$ cat config.mk
export PLATFORM = sky130hd
export DESIGN_NAME = mp_add_sequencer
export DESIGN_NICKNAME = d
export VERILOG_FILES = /design/src/rtl/mp_add_sequencer.sv
export SDC_FILE = /design/constraint.sdc
export NUM_CORES = 1
export LEC_CHECK = 0
export ABC_CLOCK_PERIOD_IN_PS = 6900
export BUFFER_PORTS_ARGS = -buffer_cell sky130_fd_sc_hd__buf_2
export CAP_MARGIN = 5
export CORE_MARGIN = 1
export CORE_UTILIZATION = 40
export CTS_BUF_LIST = sky130_fd_sc_hd__clkbuf_4
export DETAILED_ROUTE_END_ITERATION = 10
export GPL_ROUTABILITY_DRIVEN = 0
export PLACE_DENSITY = 0.65
export SETUP_SLACK_MARGIN = 0.3
export SLEW_MARGIN = 20
export SYNTH_ARGS = -nofsm -noshare
export SYNTH_HDL_FRONTEND = slang
export SYNTH_SLANG_ARGS = --single-unit
$ cat constraint.sdc
create_clock -name clk -period 6.9 [get_ports clk]
set_input_delay 0.69 -clock clk [delete_from_list [all_inputs] [get_ports clk]]
set_output_delay 0.69 -clock clk [all_outputs]
set_load 0.005 [all_outputs]
$ cat src/rtl/mp_add_sequencer.sv
// mp_add_sequencer: multi-precision add/sub over WORDS 16-bit limbs,
// one limb per clock through a single shared 16-bit adder.
//
// Ports:
//   clk, rst       clock, async active-high reset
//   start          request, sampled only when ready
//   op_sub         0 = a+b, 1 = a-b (needs MP_ADD_SUB_EN)
//   a_in, b_in     operands, 16*WORDS bits, latched on start
//   ready/busy     idle / running indications
//   done           one-cycle completion pulse
//   result         sum/difference, held until next start
//   c_out          carry out of top limb (sub: 1 = no borrow)
//   overflow       two's-complement overflow
//   zero           result == 0
//
// Build option: define MP_ADD_SUB_EN to honour op_sub.
// Without it the block is add-only and op_sub is ignored.

module mp_add_sequencer #(
  parameter int WORDS = 4
) (
  input  logic              clk,
  input  logic              rst,
  input  logic              start,
  input  logic              op_sub,
  input  logic [16*WORDS-1:0] a_in,
  input  logic [16*WORDS-1:0] b_in,
  output logic              ready,
  output logic              busy,
  output logic              done,
  output logic [16*WORDS-1:0] result,
  output logic              c_out,
  output logic              overflow,
  output logic              zero
);

  localparam int IW = $clog2(WORDS);

  typedef enum logic [1:0] {
    IDLE,
    RUN,
    DONE
  } state_t;

  state_t state, state_nx;

  logic [WORDS-1:0][15:0] a_q;
  logic [WORDS-1:0][15:0] b_q;
  logic [WORDS-1:0][15:0] res_q;
  logic [IW-1:0]          idx;
  logic                   carry_reg;
  logic                   zero_acc;

  logic [16*WORDS-1:0] b_lat;
  logic                cin0;

`ifdef MP_ADD_SUB_EN
  // a - b == a + ~b + 1
  assign b_lat = op_sub ? ~b_in : b_in;
  assign cin0  = op_sub;
`else
  logic op_sub_unused;
  assign op_sub_unused = op_sub;
  assign b_lat = b_in;
  assign cin0  = 1'b0;
`endif

  // Shared 16-bit adder slice
  logic [15:0] add_a, add_b, add_s;
  logic        add_co;
  logic        s_zero;

  assign add_a = a_q[idx];
  assign add_b = b_q[idx];
  assign {add_co, add_s} = {1'b0, add_a}
                         + {1'b0, add_b}
                         + {16'd0, carry_reg};
  assign s_zero = (add_s == 16'd0);

  logic last;
  logic accept;
  logic run;

  assign last   = (idx == IW'(WORDS - 1));
  assign accept = (state == IDLE) && start;
  assign run    = (state == RUN);

  always_comb begin
    state_nx = state;
    unique case (state)
      IDLE:    if (start) state_nx = RUN;
      RUN:     if (last)  state_nx = DONE;
      DONE:    state_nx = IDLE;
      default: state_nx = IDLE;
    endcase
  end

  always_ff @(posedge clk or posedge rst) begin
    if (rst) begin
      state     <= IDLE;
      idx       <= '0;
      carry_reg <= 1'b0;
      zero_acc  <= 1'b0;
      a_q       <= '0;
      b_q       <= '0;
      res_q     <= '0;
      c_out     <= 1'b0;
      overflow  <= 1'b0;
      zero      <= 1'b0;
    end else begin
      state <= state_nx;
      unique case (1'b1)
        accept: begin
          a_q       <= a_in;
          b_q       <= b_lat;
          carry_reg <= cin0;
          idx       <= '0;
          res_q     <= '0;
          zero_acc  <= 1'b1;
        end
        run: begin
          res_q[idx] <= add_s;
          carry_reg  <= add_co;
          zero_acc   <= zero_acc & s_zero;
          if (last) begin
            c_out    <= add_co;
            // signs of top limb operands agree but sum sign differs
            overflow <= (add_a[15] == add_b[15])
                     && (add_s[15] != add_a[15]);
            zero     <= zero_acc & s_zero;
          end else begin
            idx <= idx + 1'b1;
          end
        end
        default: ;
      endcase
    end
  end

  assign ready  = (state == IDLE);
  assign busy   = (state == RUN);
  assign done   = (state == DONE);
  assign result = res_q;

endmodule

# == Yosys cells after proc, flatten, opt, wreduce, memory -nomap -nowiden ==
# Cells that the tools add are included.
# Widths: inputs -> output; s select.
# classes
multipliers,0
n_shift,0
n_mux,15
div_mod_pow,0
n_addsub,3
bitwise_logic,1
reduce_logical,9
n_lt_le_gt_ge,2
eq_ne,8
# ops
cell,n
$pmux 64 s2,1
$bmux 16 s2,2
$bwmux 64,1
$mux 16,3
$demux 16 s2,1
$add 16x16->17,1
$add 17x1->17,1
$logic_not 16->1,1
$pmux 2 s2,2
$mux 2,3
$reduce_and 2->1,3
$eq 2x2->1 const B,2
$ne 2x2->1 const B,2
$pmux 1 s2,2
$logic_and 1x1->1,3
$lt 2x3->1 const B,1
$add 2x1->2 const B,1
$eq 2x1->1 const B,1
$ge 2x1->1 const B,1
$logic_not 2->1,1
$ne 2x1->1 const B,1
$reduce_bool 2->1,1
$and 1x1->1,1
$eq 1x1->1,1
$ne 1x1->1,1
# totals
word_cells,57
mem_count,0
ramBits,0
romBits,0
ff_bits,201
latch_bits,0
inputBits,132

# == Logic depth before layout (Yosys ltp) ==
# Gate-level depths: netlist of the first run.
# logic_depth
ltp_word,7
depth_mapped,14
ltp_nobuf,12

# == Worst setup path after synthesis of the first run ==
# No wires, ideal clock.
# synth_timing
path_kind,register to register
startpoint,register idx[0]
endpoint,register zero
t_arrival_ns,4.254
synth_period_minus_slack_ns,4.330
path_stages_with_launch,15
slack_ns,2.570
setup_time_ns,0.077
path_buffers,2
cell_sequence,dfrtp_1 clkbuf_1 buf_1 mux4_2 fa_1 inv_1 fa_1 and2b_4 o2111ai_2 a211oi_2 o2111a_1 or3_1 a2111oi_2 nand4bb_1 o21ai_1
# synth_via
elab_chain_cells,6
word_cells_on_any_way,10
# synth_rtl
element,line_no,rtl
start: declaration,50,logic [IW-1:0] idx;
start signal: assignment,132,idx <= idx + 1'b1;
$bmux 16 s2 (on tied branches),"73, 74",
$mux 16 (on tied branches),"73, 74",
$add 16x16->17,76,"+ {1'b0, add_b}"
$add 17x1->17,77,"+ {16'd0, carry_reg};"
$logic_not 16->1,78,assign s_zero = (add_s == 16'd0);
$and 1x1->1,130,zero <= zero_acc & s_zero;
end signal: assignment,130,
end: declaration,34,output logic zero
# Parallel ways exist; a longest one is shown, timed or not. The select of a mux whose other input is x is not followed.
# A chain may end at the register's enable or synchronous reset.

# == Final worst setup path of the first run ==
# Same ends and word-level chain as after synthesis.

==> results.cfg, run 1 <==
[routing]
num_vias = 6271
drc_errors = 33
post_drt_via_cell_ratio = 5.25
postRouteAntennaNets = 0
routedWlPerCell_um = 17.9
drt_iter0_drc = 244
drt-pass1-iter-count = 8
routed_wl_um = 21400

[timing]
finClkSkew_ns = 0.0347
finalHoldViolCount = 0
rsz0062_at_grt = false
finalCritPeriodShare = 0.662
setup_viol = 0
clock.fmax_mhz = 219
fin_crit_ns = 4.57
finalSetupTns_ns = 0
worst_pin_slew_ns = 0.929
relSlewSlack = 0.381
drv_slew = 0
hold_ws_ns = 0.187

[placed_design]
port_buffers = 200
place_hpwl_um = 15000
placed_cell_area_um2 = 10400

[clocking]
cts_root_buffer = clkbuf_4
cts_tree = built
clock-sinks = 201
cts_buffers = 53
cts_buffer_depth = 3
clk_pin_slew_ns = 0.06
cts_setup_buffers = 0
postCtsHoldBufs = 0
post_cts.resized_instances = 0
htree_levels = 2
insertion_delay_ns = 0.63

[synthesis]
ys_ff_latch = 201
synth.top_cell.area_share = 0.555
synthCells = 644
syn_area_per_cell_um2 = 14.1
synthArstFlopShare = 1.00
syn_nets = 797
seq_area_frac_synth = 0.555
synth_edf_count = 0
synth_warnings = 0
synth-main-ff-cell = dfrtp_1
synth_top_cell_by_area = dfrtp_1
synth_cell_types = 52
syn_area_um2 = 9060
synthTopCellsByArea = dfrtp_1 (56%), mux2_2 (16%), mux4_2 (8.0%)

[worst_setup_path]
r2r-start = idx[0]$_DFFE_PP0P_
startpoint = idx[0]$_DFFE_PP0P_
r2r_slack_ns = 2.33
critical_path_class = register to register
critPathMaxFanout = 25
critPathLaunchType = register
r2r-end = zero$_DFFE_PP0P_
setup.worst_path.end_class = register
worstPathArrival_ns = 5.11
cp_data_required_time_ns = 7.44
worst-r2r-cell-count = 12
crit_path_end = zero$_DFFE_PP0P_

[layout]
mostFrequentLayoutCell = buf_2
layout-drive-gt1-share = 0.522
area_delta_synth_final_pct = 22.1
design_area_um2 = 11100
layout.nets = 1026
final_cell_mix = buf_2 (200), dfrtp_1 (199), mux2_2 (129)

[floorplanning]
coreArea_um2 = 22000
initial_utilization = 0.411
die_x_um = 153
dieArea_um2 = 23300
die_h_um = 153
placementRows = 54
ios = 202

[outcome]
violations = DRC
status = finished with violations

[global_routing]
grt.overflow.total = 0
grt_pass1_wl_um = 35200
grt_usage = 0.191
antenna_found_initial = 4
grt_pass1_vias = 6549
grt_max_degree = 123

[flow_run]
max-cap-violations = 0

[min_path]
worstHoldPathType = input port to async pin
-- Yosys cell counts (2+ instances only) --
| cell | number |
|---|---|
| fa_1 | 2 |
| mux4_2 | 32 |
| o31ai_1 | 2 |
| dfrtp_1 | 201 |
| a22o_2 | 3 |
| a21o_1 | 5 |
| a21oi_1 | 10 |
| nor2_1 | 16 |
| xnor2_1 | 5 |
| or3_1 | 2 |
| nand3_1 | 4 |
| a211oi_1 | 2 |
| mux2_2 | 129 |
| o2111a_1 | 2 |
| ha_1 | 19 |
| nand4_1 | 3 |
| nand2b_1 | 3 |
| inv_1 | 18 |
| buf_1 | 7 |
| nand3b_1 | 2 |
| or4_1 | 3 |
| o211ai_1 | 2 |
| nand2_1 | 33 |
| clkbuf_1 | 25 |
| a22o_1 | 41 |
| o21ai_0 | 26 |
| nand4bb_1 | 2 |
| and2_1 | 8 |
| nor3_1 | 6 |
| o21ai_1 | 8 |
| or2_1 | 2 |
-- worst min path at each step --
stage                                 from                      to  depth (start not counted)
global placement    result[44]$_DFFE_PP0P_  result[44]$_DFFE_PP0P_                          2
CTS                                    rst     a_q[15]$_DFFE_PP0P_                          2
global route                           rst     b_q[47]$_DFFE_PP0P_                          2
floorplan             overflow$_DFFE_PP0P_    overflow$_DFFE_PP0P_                          2
finish                                 rst     a_q[15]$_DFFE_PP0P_                          2
detailed placement   result[9]$_DFFE_PP0P_   result[9]$_DFFE_PP0P_                          2
-- worst max-delay path, cell delays in order, from the launching register on --
cell and delay (ns):
dfrtp_2 0.96, mux4_2 0.62, fa_1 0.42, inv_1 0.08, fa_1 0.19, and2b_4 0.21, o2111ai_2 0.28, a211oi_1 0.12
a211oi_1 0.65, o2111ai_1 0.29, a2111oi_2 0.34, nand4bb_1 0.17, o21ai_1 0.15
-- cells by family (layout without fill, tap and decap cells) --
group                      count (synthesis)  count (layout)  share of synthesized area
DFF                                      201             201                      0.555
muxes                                    162             162                      0.241
AOI/OAI and AO/OA                        116             116                     0.0986
and+or+nand+nor                           88              88                     0.0483
buffers and inverters                     50             318                     0.0207
adders and majority gates                 21              21                     0.0307
xor gates and xnor gates                   6               6                    0.00580
other                                      0               3                          0
-- per-stage QoR --
step                std cells   util  worst slack [ns]
finish                   1195  0.502              2.33
global route             1193  0.502              1.89
CTS                      1192  0.501              2.16
detailed placement       1098  0.470              2.18
global placement         1098  0.470              2.27
floorplan                 644      -             0.728
-- layer usage --
layer | vias to the layer above | track usage | share of wire | wire, um
li1 | 2902 | - | - | -
met1 | 3100 | 0.270 | 0.46 | 9760
met2 | 231 | 0.282 | 0.43 | 9290
met3 | 34 | 0.0668 | 0.094 | 2020
met4 | 4 | 0.0481 | 0.013 | 274
met5 | - | 0 | 0.0013 | 27
-- layout make-up --
cell class / instances / area [um2]
repair buffers: 206 / 1050
fillers: 1978 / 11000
diodes: 3 / 7.51
clock inverters: 3 / 11.3
clock buffers: 91 / 683
multi-input cells: 393 / 3850
well taps: 280 / 350
inverters: 18 / 75.1
flip-flops and latches: 201 / 5030
Power of run 1 is left out: the tool's default activity adds up to more than one toggle a clock period on the data nets, which glitch-free logic cannot reach.
==> run 2: changes to the inputs <==
Settings changed: ABC_AREA set to 1, ABC_CLOCK_PERIOD_IN_PS 6900 to 4550.
Clock period 6.9 ns to 4.55 ns, I/O delays scaled along.
==> run 2 against run 1 <==
Net effect: the flow now finishes without violations; global-route usage is 4.4 points higher; via count is 47% higher; wire length is 30% higher; worst hold slack worse by 0.15 ns; register-to-register slack worse by 1.1 ns; clock-buffer cell count is 16 lower; critical endpoint unchanged.
==> results.cfg, run 2 <==
[synthesis]
synthArstFlopShare = 1.00
synthCells = 1215
synth_most_common_cell = nand2_1
seq_area_frac_synth = 0.525
ys_ff_latch = 201
syn_nets = 1368
syn_area_per_cell_um2 = 7.88
syn_area_um2 = 9570
synth_cell_types = 32
synth_warnings = 0
synth_edf_count = 0
synth_commonest_cells = nand2_1 (484), dfrtp_1 (201), o21ai_0 (122)
synth_top_cell_by_area = dfrtp_1
synthTopCellsByArea = dfrtp_1 (53%), nand2_1 (19%), o21ai_0 (6.4%)
synth.top_cell.area_share = 0.525
synth-main-ff-cell = dfrtp_1

[clocking]
clk_pin_slew_ns = 0.07
cts_buffers = 52
cts_setup_buffers = 0
insertion_delay_ns = 0.65
postCtsHoldBufs = 98
cts_root_buffer = clkbuf_4
post_cts.resized_instances = 0
clock-sinks = 201
htree_levels = 2
cts_buffer_depth = 3
cts_tree = built

[layout]
fin_util = 0.530
design_area_um2 = 12400
layout.nets = 1667
ff_latch_area_um2 = 5030
mostFrequentLayoutCell = nand2_1
final_cell_mix = nand2_1 (483), dfrtp_1 (200), buf_2 (200)
multi_input_area_um2 = 4040
layout-drive-gt1-share = 0.213
fillers = 2247
area_delta_synth_final_pct = 30.0

[flow_run]
max-cap-violations = 0

[timing]
finalSetupTns_ns = 0
drv_slew = 0
finalHoldViolCount = 0
finalCritPeriodShare = 0.725
finClkSkew_ns = 0.0363
worst_pin_slew_ns = 0.952
setup_viol = 0
clock.fmax_mhz = 303
hold_ws_ns = 0.0352
relSlewSlack = 0.365
rsz0062_at_grt = false
fin_crit_ns = 3.30

[worst_setup_path]
critical_path_class = register to register
cp_data_required_time_ns = 5.13
r2r_slack_ns = 1.25
worstPathArrival_ns = 3.88
critPathLaunchType = register
crit_chain = inv_2 > o21ai_0 > o22ai_1 > fa_1 > inv_1 > fa_1 > inv_1 > nand2_1 > nand2_1 > nand3_1 > nand2_1 > nand3_1 > nor2_1 > nand3_1 > nor2_2 > nand3_2 > a21oi_2
critPathMaxFanout = 30
cpMaxStageDelayCell = dfrtp_2
setup.worst_path.end_class = register
cpPeakStageDelay_ns = 0.43

[floorplanning]
die_h_um = 157
ios = 202
die_x_um = 157
coreArea_um2 = 23500
placementRows = 56
dieArea_um2 = 24600
initial_utilization = 0.408

[routing]
num_vias = 9195
postRouteAntennaNets = 0
drc_errors = 0
drt_iter0_drc = 572
drt-pass1-iter-count = 6
routed_wl_um = 27800
post_drt_via_cell_ratio = 4.94
routedWlPerCell_um = 14.9

[placed_design]
placed_cell_area_um2 = 10900
place_hpwl_um = 17800
port_buffers = 200

[power]
irDropWorstVdd_mv = 0.595
p_leak_nw = 6.68
powerDensity_nw_per_um2 = 856

[global_routing]
antenna_found_initial = 1
grt_usage = 0.235
grt_pass1_vias = 9170
grt_pass1_wl_um = 45300
grt.overflow.total = 0
grt_max_degree = 83

[outcome]
status = finished, final reports clean

[min_path]
worstHoldPathType = input port to register
run 2: final timing paths:
path / cells past startpoint / from / end
hold / removal: 3 / a_in[56] / a_q[56]$_DFFE_PP0P_
setup / recovery: 17 / idx[0]$_DFFE_PP0P_ / zero$_DFFE_PP0P_
hold reg to reg: 2 / a_q[41]$_DFFE_PP0P_ / a_q[41]$_DFFE_PP0P_
min in group asynchronous: 3 / rst / b_q[52]$_DFFE_PP0P_
setup reg to reg: 17 / idx[0]$_DFFE_PP0P_ / zero$_DFFE_PP0P_
max in group asynchronous: 4 / rst / a_q[11]$_DFFE_PP0P_
run 2: cells by family (layout without fill, tap and decap cells):
kind of cell	after synthesis	count (layout)	share of synthesized area
and+or+nand+nor	689	689	0.294
DFF	201	201	0.525
AOI/OAI and AO/OA	173	173	0.0972
buffers and inverters	130	458	0.0537
adders and majority gates	21	21	0.0290
xor gates and xnor gates	1	1	0.000915
other	0	1	0
run 2: metrics by stage:
| stage | worst slack (ns) | cells | power (mW) |
|---|---|---|---|
| 6_report | 1.25 | 1863 | 10.7 |
| 3_3_place_gp | 1.31 | 1681 | 9.03 |
| 2_1_floorplan | 1.49 | 1215 | 7.19 |
| 5_1_grt | 0.882 | 1863 | 11.7 |
| 4_1_cts | 1.21 | 1862 | 10.7 |
| 3_5_place_dp | 1.26 | 1681 | 9.13 |
run 2: critical path: cells and delay by family (launching register included):
| kind | cells | cell delay, ns |
|---|---|---|
| fa+ha+maj | 2 | 0.70 |
| compound gates | 3 | 0.53 |
| buf+inv | 3 | 0.60 |
| simple gates | 9 | 0.93 |
| flops | 1 | 0.43 |
run 2: layout make-up:
type	instances	area share
multi-input cells	884	0.324
flip-flops and latches	201	0.404
well taps	319	0.0321
clock buffers	75	0.0452
inverters	64	0.0198
repair buffers	311	0.171
clock inverters	8	0.00302
diodes	1	0.000201
run 2: per-layer routing:
layer | routed length, um | track usage | vias up
met4 | 788 | 0.0882 | 0
met1 | 12300 | 0.309 | 4295
li1 | - | - | 4533
met3 | 1710 | 0.0426 | 62
met5 | 0 | 0 | -
met2 | 13000 | 0.384 | 305
run 2: where the power goes:
group          internal (mW)  switching [mW]  leakage (nW)
logic                   1.99            4.25          3.78
registers               2.58           0.394          2.54
clock network          0.743           0.703         0.355
total                   5.31            5.34          6.68
Power figures use the tool's default switching activity.
==> run 3: changes to the inputs <==
Settings changed: ABC_CLOCK_PERIOD_IN_PS 4550 to 2760, PLACE_DENSITY 0.65 to 0.67.
Clock period 4.55 ns to 2.76 ns, I/O delays scaled along.
==> run 3 against run 2 <==
Net effect: clock-buffer cell count increased by 1; via count increased by 9.3%; first-iteration DRC count increased by 15%; setup slack got worse by 1.1 ns; worst hold slack improved by 0.074 ns; non-clock buffer count increased by 101; core utilization increased by 8.8 points; fmax increased by 24%.
==> results.cfg, run 3 (synthesized netlist as in run 2, its figures left out) <==
[timing]
drv_slew = 0
setup_viol = 0
rsz0062_at_grt = true
finalHoldViolCount = 0
relSlewSlack = 0.304
finalSetupTns_ns = 0
setup_ws_ns = 0.108
clock.fmax_mhz = 377
finalCritPeriodShare = 0.961
fin_crit_ns = 2.65
hold_ws_ns = 0.109
finClkSkew_ns = 0.0510
worst_pin_slew_ns = 1.04

[global_routing]
grt_pass1_vias = 10113
antenna_found_initial = 1
grt_usage = 0.257
grt_max_degree = 110
grt.overflow.total = 0
grt_pass1_wl_um = 49600

[floorplanning]
initial_utilization = 0.408
coreArea_um2 = 23500
die_x_um = 157
die_h_um = 157
placementRows = 56
ios = 202
dieArea_um2 = 24600

[worst_setup_path]
setup.worst_path.end_class = register
critical_path_class = register to register
cpMaxStageDelayCell = dfrtp_2
cpPeakStageDelay_ns = 0.47
critPathMaxFanout = 6
crit_chain = buf_12 > buf_12 > nor2_4 > inv_2 > a32oi_2 > inv_1 > fa_2 > inv_4 > nand2_4 > and2_4 > nor2_2 > nand3_1 > nor2_1 > nand3_2 > nor2_2 > nand3_2 > a21oi_2
cp_data_required_time_ns = 3.34
path_buf_inv = 5
worstPathArrival_ns = 3.24
critPathLaunchType = register
critPathTopFamily = simple AND/OR/NAND/NOR gates

[routing]
post_drt_via_cell_ratio = 5.11
routedWlPerCell_um = 16.0
num_vias = 10047
drt-pass1-iter-count = 5
postRouteAntennaNets = 0
drt_iter0_drc = 660
drc_errors = 0
routed_wl_um = 31400

[placed_design]
port_buffers = 200
preCtsSetupSlack_ns = -0.0634
placed_cell_area_um2 = 11200
place_hpwl_um = 18500

[clocking]
clk_pin_slew_ns = 0.06
insertion_delay_ns = 0.68
cts_buffer_depth = 3
clock-sinks = 201
cts_buffers = 52
cts_root_buffer = clkbuf_4
htree_levels = 2
cts_tree = built

[layout]
multi_input_area_um2 = 4940
layout.nets = 1769
area_delta_synth_final_pct = 51.5
mostFrequentLayoutCell = nand2_1
layout-drive-gt1-share = 0.349
ff_latch_area_um2 = 5030
design_area_um2 = 14500
fillers = 1901
final_cell_mix = nand2_1 (446), dfrtp_1 (200), buf_2 (200)

[outcome]
status = finished, final reports clean

[flow_run]
max-cap-violations = 0

[min_path]
worstHoldPathType = input port to register
==> run 3: metal layers <==
layer	global-route usage	routed length, um
met2	0.434	15300
met5	0	0
met3	0.0485	1940
met1	0.325	13100
met4	0.0994	1060
==> run 3: worst register-to-register path: stages (launching register included) <==
cell     delay [ns]
dfrtp_2        0.47
buf_12         0.16
buf_12         0.13
nor2_4         0.10
inv_2          0.04
a32oi_2        0.24
inv_1          0.09
fa_2           0.38
inv_4          0.09
nand2_4        0.06
and2_4         0.14
nor2_2         0.07
nand3_1        0.08
nor2_1         0.12
nand3_2        0.10
nor2_2         0.10
nand3_2        0.08
a21oi_2        0.11
==> run 3: timing repair <==
action | CTS | global route
hold endpoints to repair | 329 | 0
pin swaps | 40 | 53
gates resized for setup | 150 | 159
gates cloned | 3 | 2
hold buffers | 129 | 0
endpoints found under the setup margin | 57 | 61
buffers inserted | 24 | 5
==> run 3: through the flow <==
| stage | util | instances |
|---|---|---|
| after floorplan | - | 1215 |
| after global placement | 0.477 | 1718 |
| after detailed placement | 0.477 | 1718 |
| after global routing | 0.618 | 1965 |
| final | 0.618 | 1965 |
| after CTS | 0.593 | 1957 |
==> run 3: worst paths after layout <==
path | startpoint | endpoint | slack [ns] | depth (start not counted)
setup / recovery | idx[0]$_DFFE_PP0P_ | zero$_DFFE_PP0P_ | 0.11 | 17
setup reg to reg | idx[0]$_DFFE_PP0P_ | zero$_DFFE_PP0P_ | 0.11 | 17
min in group asynchronous | rst | a_q[4]$_DFFE_PP0P_ | 0.13 | 3
max in group asynchronous | rst | result[32]$_DFFE_PP0P_ | 1.94 | 4
hold / removal | start | a_q[14]$_DFFE_PP0P_ | 0.11 | 4
hold reg to reg | b_q[20]$_DFFE_PP0P_ | b_q[20]$_DFFE_PP0P_ | 0.47 | 2
==> run 3: area by class of cell <==
class / count / share of cell area
Timing Repair inverter: 1 / 0.00112
Multi-Input combinational cell: 884 / 0.340
Timing Repair Buffer: 412 / 0.222
Clock inverter: 7 / 0.00405
Tap cell: 319 / 0.0275
Antenna cell: 1 / 0.000172
Sequential cell: 201 / 0.347
Clock buffer: 76 / 0.0393
Inverter: 64 / 0.0191
Power of run 3 is left out for the same reason.
